--- src/rtl/add_sub_pkg.sv ---
// Shared definitions for the bit-serial adder/subtractor.
// Contents:
//   ST_IDLE/ST_RUN/ST_DONE : FSM state encodings
//   MODE_ADD/MODE_SUB      : values of the sub input
//   state_e                : FSM state type built on the encodings above
//   maj3()                 : 3-input majority (full-adder carry)
package add_sub_pkg;

  localparam logic [1:0] ST_IDLE = 2'd0;
  localparam logic [1:0] ST_RUN  = 2'd1;
  localparam logic [1:0] ST_DONE = 2'd2;

  localparam logic MODE_ADD = 1'b0;
  localparam logic MODE_SUB = 1'b1;

  typedef enum logic [1:0] {
    S_IDLE = ST_IDLE,
    S_RUN  = ST_RUN,
    S_DONE = ST_DONE
  } state_e;

  function automatic logic maj3(input logic x, input logic y, input logic z);
    return (x & y) | (x & z) | (y & z);
  endfunction

endpackage

--- src/rtl/add_sub_bit_cell.sv ---
// One-bit full adder with an XOR on b so the same cell serves add and subtract.
// Ports:
//   a, b  : operand bits
//   sub   : 1 inverts b (two's-complement subtract with the carry seeded by the caller)
//   cIn   : carry in
//   s     : sum bit
//   cOut  : carry out
module add_sub_bit_cell
  import add_sub_pkg::*;
(
  input  logic a,
  input  logic b,
  input  logic sub,
  input  logic cIn,
  output logic s,
  output logic cOut
);

  logic bb;

  assign bb   = b ^ sub;
  assign s    = a ^ bb ^ cIn;
  assign cOut = maj3(a, bb, cIn);

endmodule

--- src/rtl/serial_adder_subtractor.sv ---
// Bit-serial WIDTH-bit adder/subtractor, one bit per clock, LSB first.
// Operands are captured on start; the result is held until the next accepted start.
//
// Build option: define SERIAL_ADD_SUB_OVF_EN to compile in signed-overflow
// detection; otherwise ovf is tied to 0. The port list is the same either way.
//
// Ports (vectors are [0:WIDTH-1], index 0 = MSB):
//   clk    : rising-edge clock
//   rst    : asynchronous active-high reset
//   start  : request, honoured in IDLE or DONE
//   sub    : 0 add, 1 subtract
//   a, b   : operands
//   cIn    : carry-in (add) / borrow-in (subtract)
//   busy   : high while bits are being processed
//   done   : one-cycle pulse when s/cOut/ovf become valid
//   s      : result
//   cOut   : carry out (add) / not-borrow (subtract)
//   ovf    : signed overflow
//
// state  | meaning
// IDLE   | waiting for start
// RUN    | processing bit WIDTH-1-count each cycle
// DONE   | result valid, done pulse; start here chains the next operation
module serial_adder_subtractor
  import add_sub_pkg::*;
#(
  parameter int WIDTH = 4
) (
  input  logic             clk,
  input  logic             rst,
  input  logic             start,
  input  logic             sub,
  input  logic [0:WIDTH-1] a,
  input  logic [0:WIDTH-1] b,
  input  logic             cIn,
  output logic             busy,
  output logic             done,
  output logic [0:WIDTH-1] s,
  output logic             cOut,
  output logic             ovf
);

  localparam int CNT_W = (WIDTH > 2) ? $clog2(WIDTH) : 1;
  localparam logic [CNT_W-1:0] LAST = CNT_W'(WIDTH - 1);

  state_e           state_q, state_d;
  logic [0:WIDTH-1] a_q, a_d;
  logic [0:WIDTH-1] b_q, b_d;
  logic [0:WIDTH-1] s_q, s_d;
  logic             sub_q, sub_d;
  logic             carry_q, carry_d;
  logic             cout_q, cout_d;
  logic             busy_q, busy_d;
  logic             done_q, done_d;
  logic [CNT_W-1:0] count_q, count_d;
  logic [CNT_W-1:0] bit_idx;
  logic             cell_s, cell_cout;

  // Counter runs up, so the LSB (highest index) is visited first.
  assign bit_idx = LAST - count_q;

  add_sub_bit_cell u_cell (
    .a    (a_q[bit_idx]),
    .b    (b_q[bit_idx]),
    .sub  (sub_q),
    .cIn  (carry_q),
    .s    (cell_s),
    .cOut (cell_cout)
  );

  always_comb begin
    state_d = state_q;
    a_d     = a_q;
    b_d     = b_q;
    s_d     = s_q;
    sub_d   = sub_q;
    carry_d = carry_q;
    cout_d  = cout_q;
    count_d = count_q;

    case (state_q)
      S_IDLE, S_DONE: begin
        if (start) begin
          a_d     = a;
          b_d     = b;
          sub_d   = sub;
          // Subtract is a + ~b + 1 - cIn, i.e. carry seeded with ~cIn.
          carry_d = (sub == MODE_SUB) ? ~cIn : cIn;
          count_d = '0;
          state_d = S_RUN;
        end else begin
          state_d = S_IDLE;
        end
      end
      S_RUN: begin
        s_d[bit_idx] = cell_s;
        carry_d      = cell_cout;
        if (count_q == LAST) begin
          cout_d  = cell_cout;
          state_d = S_DONE;
        end else begin
          count_d = count_q + 1'b1;
        end
      end
      default: state_d = S_IDLE;
    endcase

    busy_d = (state_d == S_RUN);
    done_d = (state_d == S_DONE);
  end

  always_ff @(posedge clk or posedge rst) begin
    if (rst) begin
      state_q <= S_IDLE;
      a_q     <= '0;
      b_q     <= '0;
      s_q     <= '0;
      sub_q   <= 1'b0;
      carry_q <= 1'b0;
      cout_q  <= 1'b0;
      busy_q  <= 1'b0;
      done_q  <= 1'b0;
      count_q <= '0;
    end else begin
      state_q <= state_d;
      a_q     <= a_d;
      b_q     <= b_d;
      s_q     <= s_d;
      sub_q   <= sub_d;
      carry_q <= carry_d;
      cout_q  <= cout_d;
      busy_q  <= busy_d;
      done_q  <= done_d;
      count_q <= count_d;
    end
  end

`ifdef SERIAL_ADD_SUB_OVF_EN
  logic ovf_q, ovf_d;

  // On the MSB step carry_q is the carry into the MSB and cell_cout the carry out.
  always_comb begin
    ovf_d = ovf_q;
    if (state_q == S_RUN && count_q == LAST) begin
      ovf_d = carry_q ^ cell_cout;
    end
  end

  always_ff @(posedge clk or posedge rst) begin
    if (rst) begin
      ovf_q <= 1'b0;
    end else begin
      ovf_q <= ovf_d;
    end
  end

  assign ovf = ovf_q;
`else
  assign ovf = 1'b0;
`endif

  assign busy = busy_q;
  assign done = done_q;
  assign s    = s_q;
  assign cOut = cout_q;

endmodule

--- config.mk ---
export PLATFORM = sky130hd
export DESIGN_NAME = serial_adder_subtractor
export DESIGN_NICKNAME = d
export VERILOG_FILES = /design/src/rtl/add_sub_pkg.sv /design/src/rtl/add_sub_bit_cell.sv /design/src/rtl/serial_adder_subtractor.sv
export SDC_FILE = /design/constraint.sdc
export NUM_CORES = 1
export LEC_CHECK = 0
export ABC_CLOCK_PERIOD_IN_PS = 2800
export BUFFER_PORTS_ARGS = -buffer_cell sky130_fd_sc_hd__buf_4
export CAP_MARGIN = 30
export CORE_ASPECT_RATIO = 0.6
export CORE_MARGIN = 1.5
export CORE_UTILIZATION = 45
export CTS_CLUSTER_DIAMETER = 40
export DETAILED_ROUTE_END_ITERATION = 8
export PLACE_DENSITY_LB_ADDON = 0.08
export REMOVE_ABC_BUFFERS = 1
export SYNTH_ARGS = -nofsm -noshare
export SYNTH_HDL_FRONTEND = slang
export SYNTH_SLANG_ARGS = --single-unit
--- constraint.sdc ---
create_clock -name clk -period 2.8 [get_ports clk]
set_clock_uncertainty 0.05 [all_clocks]
set_input_delay 0.42 -clock clk [delete_from_list [all_inputs] [get_ports clk]]
set_output_delay 0.42 -clock clk [all_outputs]
set_load 0.02 [all_outputs]
==> flow_summary.toml, run 1 <==
[run_status]
outcome = "completed"

[sta]
finalHoldViolCount = 0
min_period_ps = 2050
slew_viol_final = 0
setup_viol = 0
min_period_over_period_pct = 73.1
max_freq_ghz = 0.488
rsz0062_at_grt = "no"
finalSetupTns_ps = 0
worst_pin_slew_ps = 773
relSlewSlack_pct = 48.4

[grt]
grt_pass1_wl_um = 2570
antenna_found_initial = 0
grt_max_degree = 22
track_usage_pct = 15.2
grt-ovfl-total = 0
grt_pass1_vias = 542

[place]
place_area_um2 = 1140
dp_cells = 118
place.gp.congestion = 0.744
hpwlAfterDp_um = 1140
io_buffer_count = 19

[critical_path]
crit_end = "s[2]"
r2r_cells = 4
required_ps = 2980
cp-startpoint = "count_q[0]"
path_cells = "mux4_2 -> xnor2_1 -> fa_1 -> a31oi_1"
path_buf_inv = 0
cpPeakStageDelay_ps = 550
reg2reg_slack_ps = 750
path_depth = 4
end_kind = "register"
critPathMaxFanout = 5
cp-start-kind = "register"
r2r_end = "s[2]"
crit_slowest_cell = "mux4_2"
critPathArrivalTime_ps = 2230
path_class = "register to register"
r2r_start = "count_q[0]"
crit_family = "multiplexers"

[clocking]
htreeDepth = 1
cts-buffers-inserted = 3
hold_buffers = 0
cts_buffer_depth = 2
postCtsSetupBuffers = 0
cts_root_buf = "clkbuf_4"
insertion_delay_ps = 300
clock-sinks = 21
cts_tree = "yes"
cts_resized = 0
clk_pin_slew_worst_paths_ps = 110

[logic_synthesis]
netlist_area_um2 = 986
yosys_warnings = 0
syn_inst = 74
yosysUniqueCellTypes = 26
synth_area_per_cell_um2 = 13.3
ys_ff_latch = 21
seq_area_frac_synth_pct = 53.3

[finish]
final_util_pct = 59.8
fin_cells = 122
multi_input_area_um2 = 399
fin_nets = 113
seq_area_um2 = 526
postLayoutCellArea_um2 = 1170
synthToLayoutAreaGrowth_pct = 18.4
final_common_cell = "dfrtp_1"
final_cell_mix = "dfrtp_1, buf_4, inv_1"
antenna_cells = 0
fillCellCount = 180
drive_above_1_share_pct = 40.4

[floorplan]
initial_core_util_pct = 50.5
die_y_um = 39.3
pin_count = 21
rows = 12
die-area_um2 = 2490
die_w_um = 63.4
core_um2 = 1950

[power_and_ir_drop]
ir_drop_mv = 0.580
finalPower_uw = 1400
powerDensity_nw_per_um2 = 1200
leakage_uw = 0.000583

[routing]
first_pass_iters = 4
drt-initial-drc-count = 21
ant_nets = 0
viasPerCell = 4.66
wl_per_cell_um = 12.5
drc_errors = 0
vias = 569
wl_um = 1520

[worst_hold_path]
hp-class = "input pin to async pin"

[run]
maxCapViolations = 0
==> stage by stage <==
stage                     setup slack [ps]  hold slack (ps)
after floorplan                        944              347
after global placement                 867              433
after detailed placement               770              429
after CTS                              737              207
after global routing                   675              241
final                                  752              199
==> final cells by class <==
class	count	share of cell area, %
sequential	21	45.0
multi-input combinational	41	34.2
timing repair buffer	20	12.9
tap	28	3.00
inverter	8	2.57
clock buffer	3	1.93
clock inverter	1	0.429
==> synthesized netlist by cell type, drive strengths merged <==
library cell | instances | area, µm²
mux4 | 2 | 48.8
or2 | 2 | 12.5
a21oi | 2 | 10.0
clkbuf | 1 | 5.00
a31oi | 2 | 12.5
nor3 | 2 | 10.0
a21o | 1 | 7.51
inv | 8 | 30.0
conb | 1 | 3.75
nand3b | 1 | 7.51
fa | 1 | 20.0
nor3b | 1 | 12.5
buf | 3 | 26.3
nand2 | 4 | 15.0
nor2b | 2 | 12.5
o31ai | 1 | 7.51
mux2 | 9 | 116
a221oi | 1 | 15.0
mux2i | 1 | 10.0
ha | 4 | 50.1
dfrtp | 21 | 526
xnor2 | 2 | 17.5
o21ai | 2 | 10.0
==> worst min path at each step <==
stage / startpoint / to / slack [ps] / depth (start not counted)
final: rst / state_q[1] / 200 / 2
after detailed placement: cOut / cOut / 430 / 2
after global routing: rst / state_q[1] / 240 / 2
after CTS: rst / cOut / 210 / 2
after floorplan: rst / a_q[0] / 350 / 1
after global placement: cOut / cOut / 430 / 2
==> cell families after synthesis <==
group,Yosys count,synth area share [%]
compound gates,9,6.35
xor+xnor,2,1.78
fa+ha+maj,5,7.11
buf+inv,12,6.22
flops,21,53.3
mux,12,17.8
other cells,1,0.380
simple gates,12,7.11
==> routing by layer <==
metal / track usage, % / share of wire [%]
met1: 21.9 / 56
met2: 19.2 / 38
met3: 6.90 / 5.7
met4: 6.52 / 1.1
met5: 0 / 0
==> sequential cells by signal, indices dropped and copies added, names as in the netlist <==
name	count
s	4
sub_q	1
state_q	2
carry_q	1
count_q	2
done	1
b_q	4
busy	1
cOut	1
a_q	4
==> where the power goes <==
| part | switching, µW | internal (µW) |
|---|---|---|
| combinational | 345 | 368 |
| sequential | 92.9 | 452 |
| clock | 88.6 | 53.3 |
| total | 527 | 874 |
(Power assumes the default switching activity.)
==> inputs of run 2 (changes only) <==
--- a/config.mk
+++ b/config.mk
@@ -5,7 +5,7 @@
 export SDC_FILE = /design/constraint.sdc
 export NUM_CORES = 1
 export LEC_CHECK = 0
-export ABC_CLOCK_PERIOD_IN_PS = 2800
+export ABC_CLOCK_PERIOD_IN_PS = 2150
 export BUFFER_PORTS_ARGS = -buffer_cell sky130_fd_sc_hd__buf_4
 export CAP_MARGIN = 30
 export CORE_ASPECT_RATIO = 0.6
==> constraint.sdc (replaced) <==
create_clock -name clk -period 2.15 [get_ports clk]
set_clock_uncertainty 0.05 [all_clocks]
set_input_delay 0.3225 -clock clk [delete_from_list [all_inputs] [get_ports clk]]
set_output_delay 0.3225 -clock clk [all_outputs]
set_load 0.02 [all_outputs]
==> run 2 against run 1 <==
Net effect:
- non-clock buffer count unchanged
- critical path depth unchanged
- wire length increased by 2.9%
- sequential share of layout area unchanged
- global-route usage decreased by 0.18 points
- first-iteration DRC count decreased by 29%
- fmax increased by 0.30%
- die area unchanged
- clock-buffer cell count unchanged
- cell count unchanged
- largest power group unchanged
==> flow_summary.toml, run 2 (same netlist as run 1, synthesis figures left out) <==
[power_and_ir_drop]
leakage_uw = 0.000583
ir_drop_mv = 0.774
powerDensity_nw_per_um2 = 1570
finalPower_uw = 1840

[grt]
grt_max_degree = 22
grt_pass1_wl_um = 2570
grt_pass1_vias = 566
track_usage_pct = 15.0
grt-ovfl-total = 0
antenna_found_initial = 0

[sta]
finalSetupTns_ps = 0
rsz0062_at_grt = "no"
slew_viol_final = 0
worst_pin_slew_ps = 765
min_period_over_period_pct = 95.0
relSlewSlack_pct = 49.0
setup_viol = 0
finalHoldViolCount = 0
max_freq_ghz = 0.490
min_period_ps = 2040
fin_ws_ps = 109

[place]
place_area_um2 = 1140
io_buffer_count = 19
place_ws_ps = 127
place.gp.congestion = 0.744
hpwlAfterDp_um = 1130

[clocking]
cts_resized = 0
postCtsSetupBuffers = 0
cts_tree = "yes"
clk_pin_slew_worst_paths_ps = 120
hold_buffers = 0
cts-buffers-inserted = 3
cts_buffer_depth = 2
clock-sinks = 21
insertion_delay_ps = 300
htreeDepth = 1
cts_root_buf = "clkbuf_4"

[finish]
synthToLayoutAreaGrowth_pct = 18.4
final_util_pct = 59.8
fin_nets = 113
antenna_cells = 0
postLayoutCellArea_um2 = 1170
drive_above_1_share_pct = 40.4
multi_input_area_um2 = 399
final_common_cell = "dfrtp_1"
fillCellCount = 172
final_cell_mix = "dfrtp_1, buf_4, inv_1"
seq_area_um2 = 526

[routing]
drt-initial-drc-count = 15
top_layer_used = "met4"
ant_nets = 0
wl_met2_um = 645
wl_um = 1560
wl_per_cell_um = 12.8
m1WireLength_um = 821
viasPerCell = 4.75
vias = 579
met3WireLength_um = 85
first_pass_iters = 3
drc_errors = 0

[worst_hold_path]
hp-class = "input pin to async pin"

[critical_path]
cp-start-kind = "register"
end_kind = "register"
cp-startpoint = "count_q[0]"
required_ps = 2330
r2r_start = "count_q[0]"
critPathMaxFanout = 5
critPathArrivalTime_ps = 2220
path_class = "register to register"

[floorplan]
rows = 12
pin_count = 21
initial_core_util_pct = 50.5
die_w_um = 63.4
core_um2 = 1950
die_y_um = 39.3
die-area_um2 = 2490

[run_status]
outcome = "completed"

[run]
maxCapViolations = 0
run 2: cell counts in the layout (fill, tap and decap cells not counted):
No cell type changed its count.
run 2: worst paths after layout:
| check | endpoint | slack (ps) | cells past startpoint |
|---|---|---|---|
| worst max register to register | s[2] | 110 | 4 |
| worst min register to register | cOut | 460 | 2 |
| worst max-delay path | s[2] | 110 | 4 |
| max in group asynchronous | busy | 1480 | 2 |
| worst min-delay path | cOut | 90 | 2 |
| min in group clk | b_q[1] | 190 | 2 |
run 2: stage by stage:
stage / hold WS [ps] / cells
3_3_place_gp: 433 / 118
5_1_grt: 136 / 122
3_5_place_dp: 435 / 118
2_1_floorplan: 249 / 70
6_report: 92.5 / 122
4_1_cts: 120 / 122
run 2: layout make-up:
cell class	instances	area share (%)
timing repair buffer	20	12.9
tap	28	3.00
sequential	21	45.0
inverter	8	2.57
clock inverter	1	0.429
multi-input combinational	41	34.2
clock buffer	3	1.93
run 2: power by group:
| group | internal (µW) | leakage [µW] | total (µW) | switching, µW |
|---|---|---|---|---|
| logic | 479 | 0.000314 | 935 | 457 |
| registers | 589 | 0.000251 | 713 | 124 |
| clock network | 69.4 | 0.0000177 | 187 | 117 |
run 2: worst max-delay path, cell delays in order (launching register included):
cell	delay (ps)
dfrtp_1	480
mux4_2	550
xnor2_1	200
fa_1	500
a31oi_1	190
run 2: metal layers:
layer | GRT usage [%] | vias to the layer above
met5 | 0 | -
met4 | 3.26 | 0
met3 | 6.90 | 2
met2 | 21.3 | 17
met1 | 21.0 | 272
li1 | - | 288
